File: src/rtl/mem_pkg.sv
// Shared types for the data-memory store buffer.
//   sb_entry_t  : one pending store (full byte address, byte flag, store data)
//   byte_extend : zero-extends a byte-store value the way dmem writes it
package mem_pkg;

  typedef struct packed {
    logic [31:0] addr;
    logic        byte_en;
    logic [31:0] data;
  } sb_entry_t;

  function automatic logic [31:0] byte_extend(input logic [7:0] data);
    return {24'b0, data};
  endfunction

endpackage

File: src/rtl/sb_fifo.sv
// Store-buffer FIFO: entry storage, head/tail pointers and occupancy count.
// Every entry and its valid bit are exposed so that the parent can forward
// pending stores to loads.
//   clk, reset  : clock, synchronous active-low reset (pointers/count only)
//   push, wentry: enqueue wentry at the tail
//   pop         : drop the head entry
//   entries     : raw storage, indexed by slot
//   valid_c     : per-slot occupancy, derived from head and count
//   head, tail  : slot pointers, wrap modulo DEPTH
//   count       : number of occupied slots
module sb_fifo
  import mem_pkg::*;
#(
  parameter  int unsigned DEPTH = 4,
  localparam int unsigned PW    = $clog2(DEPTH),
  localparam int unsigned CW    = $clog2(DEPTH + 1)
) (
  input  logic            clk,
  input  logic            reset,
  input  logic            push,
  input  sb_entry_t       wentry,
  input  logic            pop,
  output sb_entry_t       entries [DEPTH],
  output logic [DEPTH-1:0] valid_c,
  output logic [PW-1:0]   head,
  output logic [PW-1:0]   tail,
  output logic [CW-1:0]   count
);

  // Storage is intentionally left unreset; validity comes from count.
  always_ff @(posedge clk) begin
    if (push) entries[tail] <= wentry;
  end

  // Pointers and occupancy; full/empty are decided by count, not pointers.
  always_ff @(posedge clk) begin
    if (!reset) begin
      head  <= '0;
      tail  <= '0;
      count <= '0;
    end else begin
      if (push) tail <= tail + PW'(1);
      if (pop)  head <= head + PW'(1);
      case ({push, pop})
        2'b10:   count <= count + CW'(1);
        2'b01:   count <= count - CW'(1);
        default: count <= count;
      endcase
    end
  end

  // A slot is valid when its distance from head is below the count.
  always_ff @(posedge clk) begin
  end

  always_comb begin
    valid_c = '0;
    for (int unsigned i = 0; i < DEPTH; i++) begin
      valid_c[i] = CW'(PW'(PW'(i) - head)) < count;
    end
  end

endmodule

File: src/rtl/dmem_store_buffer.sv
// Posted-write store buffer between the core data port and data memory.
// Stores retire into a FIFO in one cycle and drain in order whenever memory
// is ready; loads see pending stores via youngest-match forwarding.
//   clk, reset         : clock, synchronous active-low reset
//   MemWrite, MemByte  : core store request / byte store flag
//   DataAdr, WriteData : core byte address (loads and stores), store data
//   ReadData           : load data to core (combinational)
//   Stall              : core must hold this cycle
//   mem_we/byte/adr/wd : head entry presented to memory
//   mem_rd, mem_ready  : memory read data for DataAdr, write accept
//   Count              : number of pending stores
module dmem_store_buffer
  import mem_pkg::*;
#(
  parameter  int unsigned DEPTH = 4,
  localparam int unsigned CW    = $clog2(DEPTH + 1)
) (
  input  logic          clk,
  input  logic          reset,
  input  logic          MemWrite,
  input  logic          MemByte,
  input  logic [31:0]   DataAdr,
  input  logic [31:0]   WriteData,
  output logic [31:0]   ReadData,
  output logic          Stall,
  output logic          mem_we,
  output logic          mem_byte,
  output logic [31:0]   mem_adr,
  output logic [31:0]   mem_wd,
  input  logic [31:0]   mem_rd,
  input  logic          mem_ready,
  output logic [CW-1:0] Count
);

  localparam int unsigned PW = $clog2(DEPTH);

  logic             push;
  logic             pop;
  sb_entry_t        wentry;
  sb_entry_t        entries [DEPTH];
  logic [DEPTH-1:0] valid_c;
  logic [PW-1:0]    head;
  logic [PW-1:0]    tail;
  logic             fwd_hit;
  logic [31:0]      fwd_data;
  logic [PW-1:0]    idx;

  sb_fifo #(.DEPTH(DEPTH)) u_fifo (
    .clk     (clk),
    .reset   (reset),
    .push    (push),
    .wentry  (wentry),
    .pop     (pop),
    .entries (entries),
    .valid_c (valid_c),
    .head    (head),
    .tail    (tail),
    .count   (Count)
  );

  // A full buffer still accepts a store when the head drains on the same edge.
  assign Stall  = MemWrite & (Count == CW'(DEPTH)) & ~mem_ready;
  assign push   = MemWrite & ~Stall;
  assign mem_we = (Count != '0);
  assign pop    = mem_we & mem_ready;

  assign wentry = '{addr:    DataAdr,
                    byte_en: MemByte,
                    data:    MemByte ? byte_extend(WriteData[7:0]) : WriteData};

  assign mem_adr  = entries[head].addr;
  assign mem_byte = entries[head].byte_en;
  assign mem_wd   = entries[head].data;

  // Youngest-match search, walking back from tail-1; first hit wins.
  always_comb begin
    fwd_hit  = 1'b0;
    fwd_data = '0;
    idx      = '0;
    for (int unsigned k = 1; k <= DEPTH; k++) begin
      idx = PW'(tail - PW'(k));
      if (!fwd_hit && valid_c[idx] &&
          (entries[idx].addr[31:2] == DataAdr[31:2])) begin
        fwd_hit  = 1'b1;
        fwd_data = entries[idx].data;
      end
    end
  end

  assign ReadData = fwd_hit ? fwd_data : mem_rd;

endmodule

File: config.mk
export PLATFORM = sky130hd
export DESIGN_NAME = dmem_store_buffer
export DESIGN_NICKNAME = d
export VERILOG_FILES = /design/src/rtl/mem_pkg.sv /design/src/rtl/sb_fifo.sv /design/src/rtl/dmem_store_buffer.sv
export SDC_FILE = /design/constraint.sdc
export NUM_CORES = 1
export LEC_CHECK = 0
export ABC_AREA = 1
export BUFFER_PORTS_ARGS = -buffer_cell sky130_fd_sc_hd__buf_4
export CORE_MARGIN = 1.5
export CORE_UTILIZATION = 45
export CTS_CLUSTER_DIAMETER = 100
export CTS_CLUSTER_SIZE = 16
export DETAILED_ROUTE_END_ITERATION = 16
export GPL_ROUTABILITY_DRIVEN = 0
export HOLD_SLACK_MARGIN = 0.08
export PLACE_DENSITY_LB_ADDON = 0.3
export SLEW_MARGIN = 30
export SYNTH_ARGS = -nofsm -noshare
export SYNTH_HDL_FRONTEND = slang
export SYNTH_HIERARCHICAL = 1
export SYNTH_SLANG_ARGS = --single-unit
File: constraint.sdc
create_clock -name clk -period 8.55 [get_ports clk]
set_clock_uncertainty 0.1 [all_clocks]
set_input_delay 1.71 -clock clk [delete_from_list [all_inputs] [get_ports clk]]
set_output_delay 1.71 -clock clk [all_outputs]
set_load 0.01 [all_outputs]
==> results.sh <==
export IMPL_whs_ns=0.492
export IMPL_ir_drop_mv=0.148
export IMPL_dp_cells=3686
export IMPL_clockRootBuffer="clkbuf_16"
export IMPL_numCtsBuffers=20
export IMPL_worst_setup_path_type="flip-flop to primary output"
export IMPL_final_min_clock_period_ns=7.66
export IMPL_first_pass_iters=7
export IMPL_route_detailed_drc=0
export IMPL_outcome="finished, final reports clean"
export IMPL_tightest_slew_ns=0.961
export IMPL_num_rows=78
export IMPL_clkTransAtPathRegs_ns=0.07
export IMPL_end_kind="primary output"
export IMPL_cts_tree="built"
export IMPL_grt_first_pass_wirelength_um=107000
export IMPL_die_h_um=217
export IMPL_ant_nets=0
export IMPL_cap_viol_max_count=0
export IMPL_mostFrequentLayoutCells="1129 x nand2_1, 398 x nand3_1, 302 x o21ai_0"
export IMPL_start_util_pct=45.4
export IMPL_wl_per_cell_um=18.5
export IMPL_worstPathRequired_ns=6.74
export IMPL_worst_slack_ns=0.887
export IMPL_relSlewSlack_pct=35.9
export IMPL_setup_viol=0
export IMPL_critPathArrivalTime_ns=5.85
export IMPL_rsz0062_at_grt="no"
export IMPL_dp_slack_ns=1.64
export IMPL_synth_area_um2=20500
export IMPL_mostFrequentLayoutCell="nand2_1"
export IMPL_cp_common_cell="nand2_1"
export IMPL_fmax_ghz=0.130
export IMPL_htree_levels=1
export IMPL_ios=203
export IMPL_layout_nets=3220
export IMPL_fin_crit_sh_pct=89.6
export IMPL_cts_hold_buf=0
export IMPL_hold_violations=0
export IMPL_clock_sinks=267
export IMPL_path_max_fanout=67
export IMPL_viasPerCell=5.77
export IMPL_crit_path_max_incr_delay_ns=0.82
export IMPL_num_vias=21500
export IMPL_first_global_vias=19900
export IMPL_synth_warnings=6
export IMPL_dp_hpwl_um=46000
export IMPL_crit_chain="buf_4 > buf_4 > nand2_1 > nand3_1 > nand2_1 > nand2_1 > nand2_1 > nor2_1 > nand2_1 > nor2_1 > nand2_1 > nor2_4 > buf_4 > nor3_4 > buf_4 > nand2_2 > nor2_1 > a21oi_1 > buf_4"
export IMPL_gr_total_overflow=0
export IMPL_drive_gt1_share_pct=8.87
export IMPL_cts_buffer_depth=3
export IMPL_routed_wl_um=68900
export IMPL_yosysSeqAreaShare_pct=38.7
export IMPL_initialDrtViolationCount=2468
export IMPL_clk_latency_ns=0.54
export IMPL_cts_setup_buffers=0
export IMPL_power_density_nw_per_um2=183
export IMPL_dieArea_um2=46900
export IMPL_port_buffers=202
export IMPL_yosysUniqueCellTypes=35
export IMPL_design_core_area_um2=45200
export IMPL_leakage_nw=10.3
export IMPL_syn_area_per_cell_um2=6.74
export IMPL_synth_nets=3158
export IMPL_worstSetupStartpointType="flip-flop"
export IMPL_finalSetupTns_ns=0
export IMPL_grt_max_degree=121
export IMPL_ys_seq_elements=267
export IMPL_layout_cells_non_filler=3726
export IMPL_antenna_found_initial=3
export IMPL_drv_slew=0
export IMPL_area_growth_pct=10.2
export IMPL_grt_total_usage_pct=28.6
export IMPL_worst_path_max_delay_cell="dfxtp_4"
export IMPL_syn_inst=3047
export IMPL_cts_resized_gates=0
export IMPL_dieWidth_um=217
export IMPL_hp_class="flip-flop to flip-flop"
export IMPL_fin_util_pct=50.1
## synthesized netlist by cell type
master / instances / area share (%)
nor2_2: 1 / 0.030
dfxtp_1: 7 / 0.68
nand2_1: 1129 / 21
nand4_1: 9 / 0.27
mux2i_1: 63 / 3.1
o21ai_2: 1 / 0.043
nand2b_1: 3 / 0.091
xor2_1: 7 / 0.30
or2_2: 1 / 0.030
ha_1: 9 / 0.55
nor3_1: 1 / 0.024
buf_6: 17 / 0.93
inv_1: 231 / 4.2
nor3_4: 1 / 0.079
a21boi_0: 1 / 0.037
inv_2: 5 / 0.091
o21ai_1: 41 / 1.0
nand3_4: 1 / 0.085
nand3_1: 398 / 9.7
or2_1: 1 / 0.030
fa_1: 1 / 0.097
nand3b_1: 1 / 0.037
clkbuf_1: 81 / 1.5
nand3_2: 1 / 0.049
o21a_1: 3 / 0.11
nor2_1: 176 / 3.2
o22ai_1: 20 / 0.61
buf_4: 29 / 1.1
a21oi_1: 179 / 4.4
edfxtp_1: 260 / 38
buf_1: 8 / 0.15
nor2_4: 3 / 0.16
nand2_2: 3 / 0.091
buf_2: 53 / 1.3
o21ai_0: 302 / 7.4
## area by class of cell
cell class / instances / area (um^2)
multi-input cells: 2356 / 10700
well taps: 600 / 751
repair buffers: 228 / 1720
diodes: 3 / 7.51
clock inverters: 2 / 21.3
inverters: 236 / 896
clock buffers: 34 / 563
flip-flops and latches: 267 / 7960
fillers: 4411 / 22600
## worst max-delay path: cells and delay by family, from the launching register on
family / cells / cell delay (ns)
compound gates: 1 / 0.19
buf+inv: 5 / 2.24
flops: 1 / 0.82
simple gates: 13 / 1.92
## report_power, final
part,switching (mW),internal [mW]
Sequential,0.0700,1.51
Clock,0.479,0.452
Combinational,1.08,0.547
Total,1.63,2.51
## state kept, by name (all words and copies together) (netlist names)
signal	count
u_fifo/count	3
u_fifo/tail	2
u_fifo/head	2
u_fifo/entries	260
## layer usage
layer | wire, um | GRT usage [%]
met2 | 31300 | 45.6
met4 | 2700 | 13.3
met3 | 7010 | 4.86
met5 | 13 | 0
met1 | 27900 | 37.9
## metrics by stage
step | instance area [um^2] | power [mW]
after CTS | 22600 | 4.12
after global placement | 22000 | 3.16
after detailed placement | 22000 | 3.20
after floorplan | 20500 | 2.63
after global routing | 22600 | 4.36
final | 22600 | 4.14
## worst paths after layout
check	cells past startpoint	from	to	slack, ns
max reg2reg	5	u_fifo/tail[0]$_SDFFE_PN0P_	u_fifo/entries[136]$_DFFE_PP_	4.82
min reg2reg	2	u_fifo/count[1]$_SDFFE_PN0P_	u_fifo/count[1]$_SDFFE_PN0P_	0.49
min	2	u_fifo/count[1]$_SDFFE_PN0P_	u_fifo/count[1]$_SDFFE_PN0P_	0.49
max	19	u_fifo/tail[0]$_SDFFE_PN0P_	ReadData[28]	0.89
## logic make-up (layout without fill, tap and decap cells)
kind of cell	Yosys count	in the layout	share of synthesized area (%)
AOI/OAI and AO/OA	547	547	13.5
other	0	3	0
DFF	267	267	38.7
buffers and inverters	424	500	9.22
and+or+nand+nor	1729	1729	34.5
muxes	63	63	3.07
adders and majority gates	10	10	0.646
xor gates and xnor gates	7	7	0.299
Power figures use the tool's default switching activity.
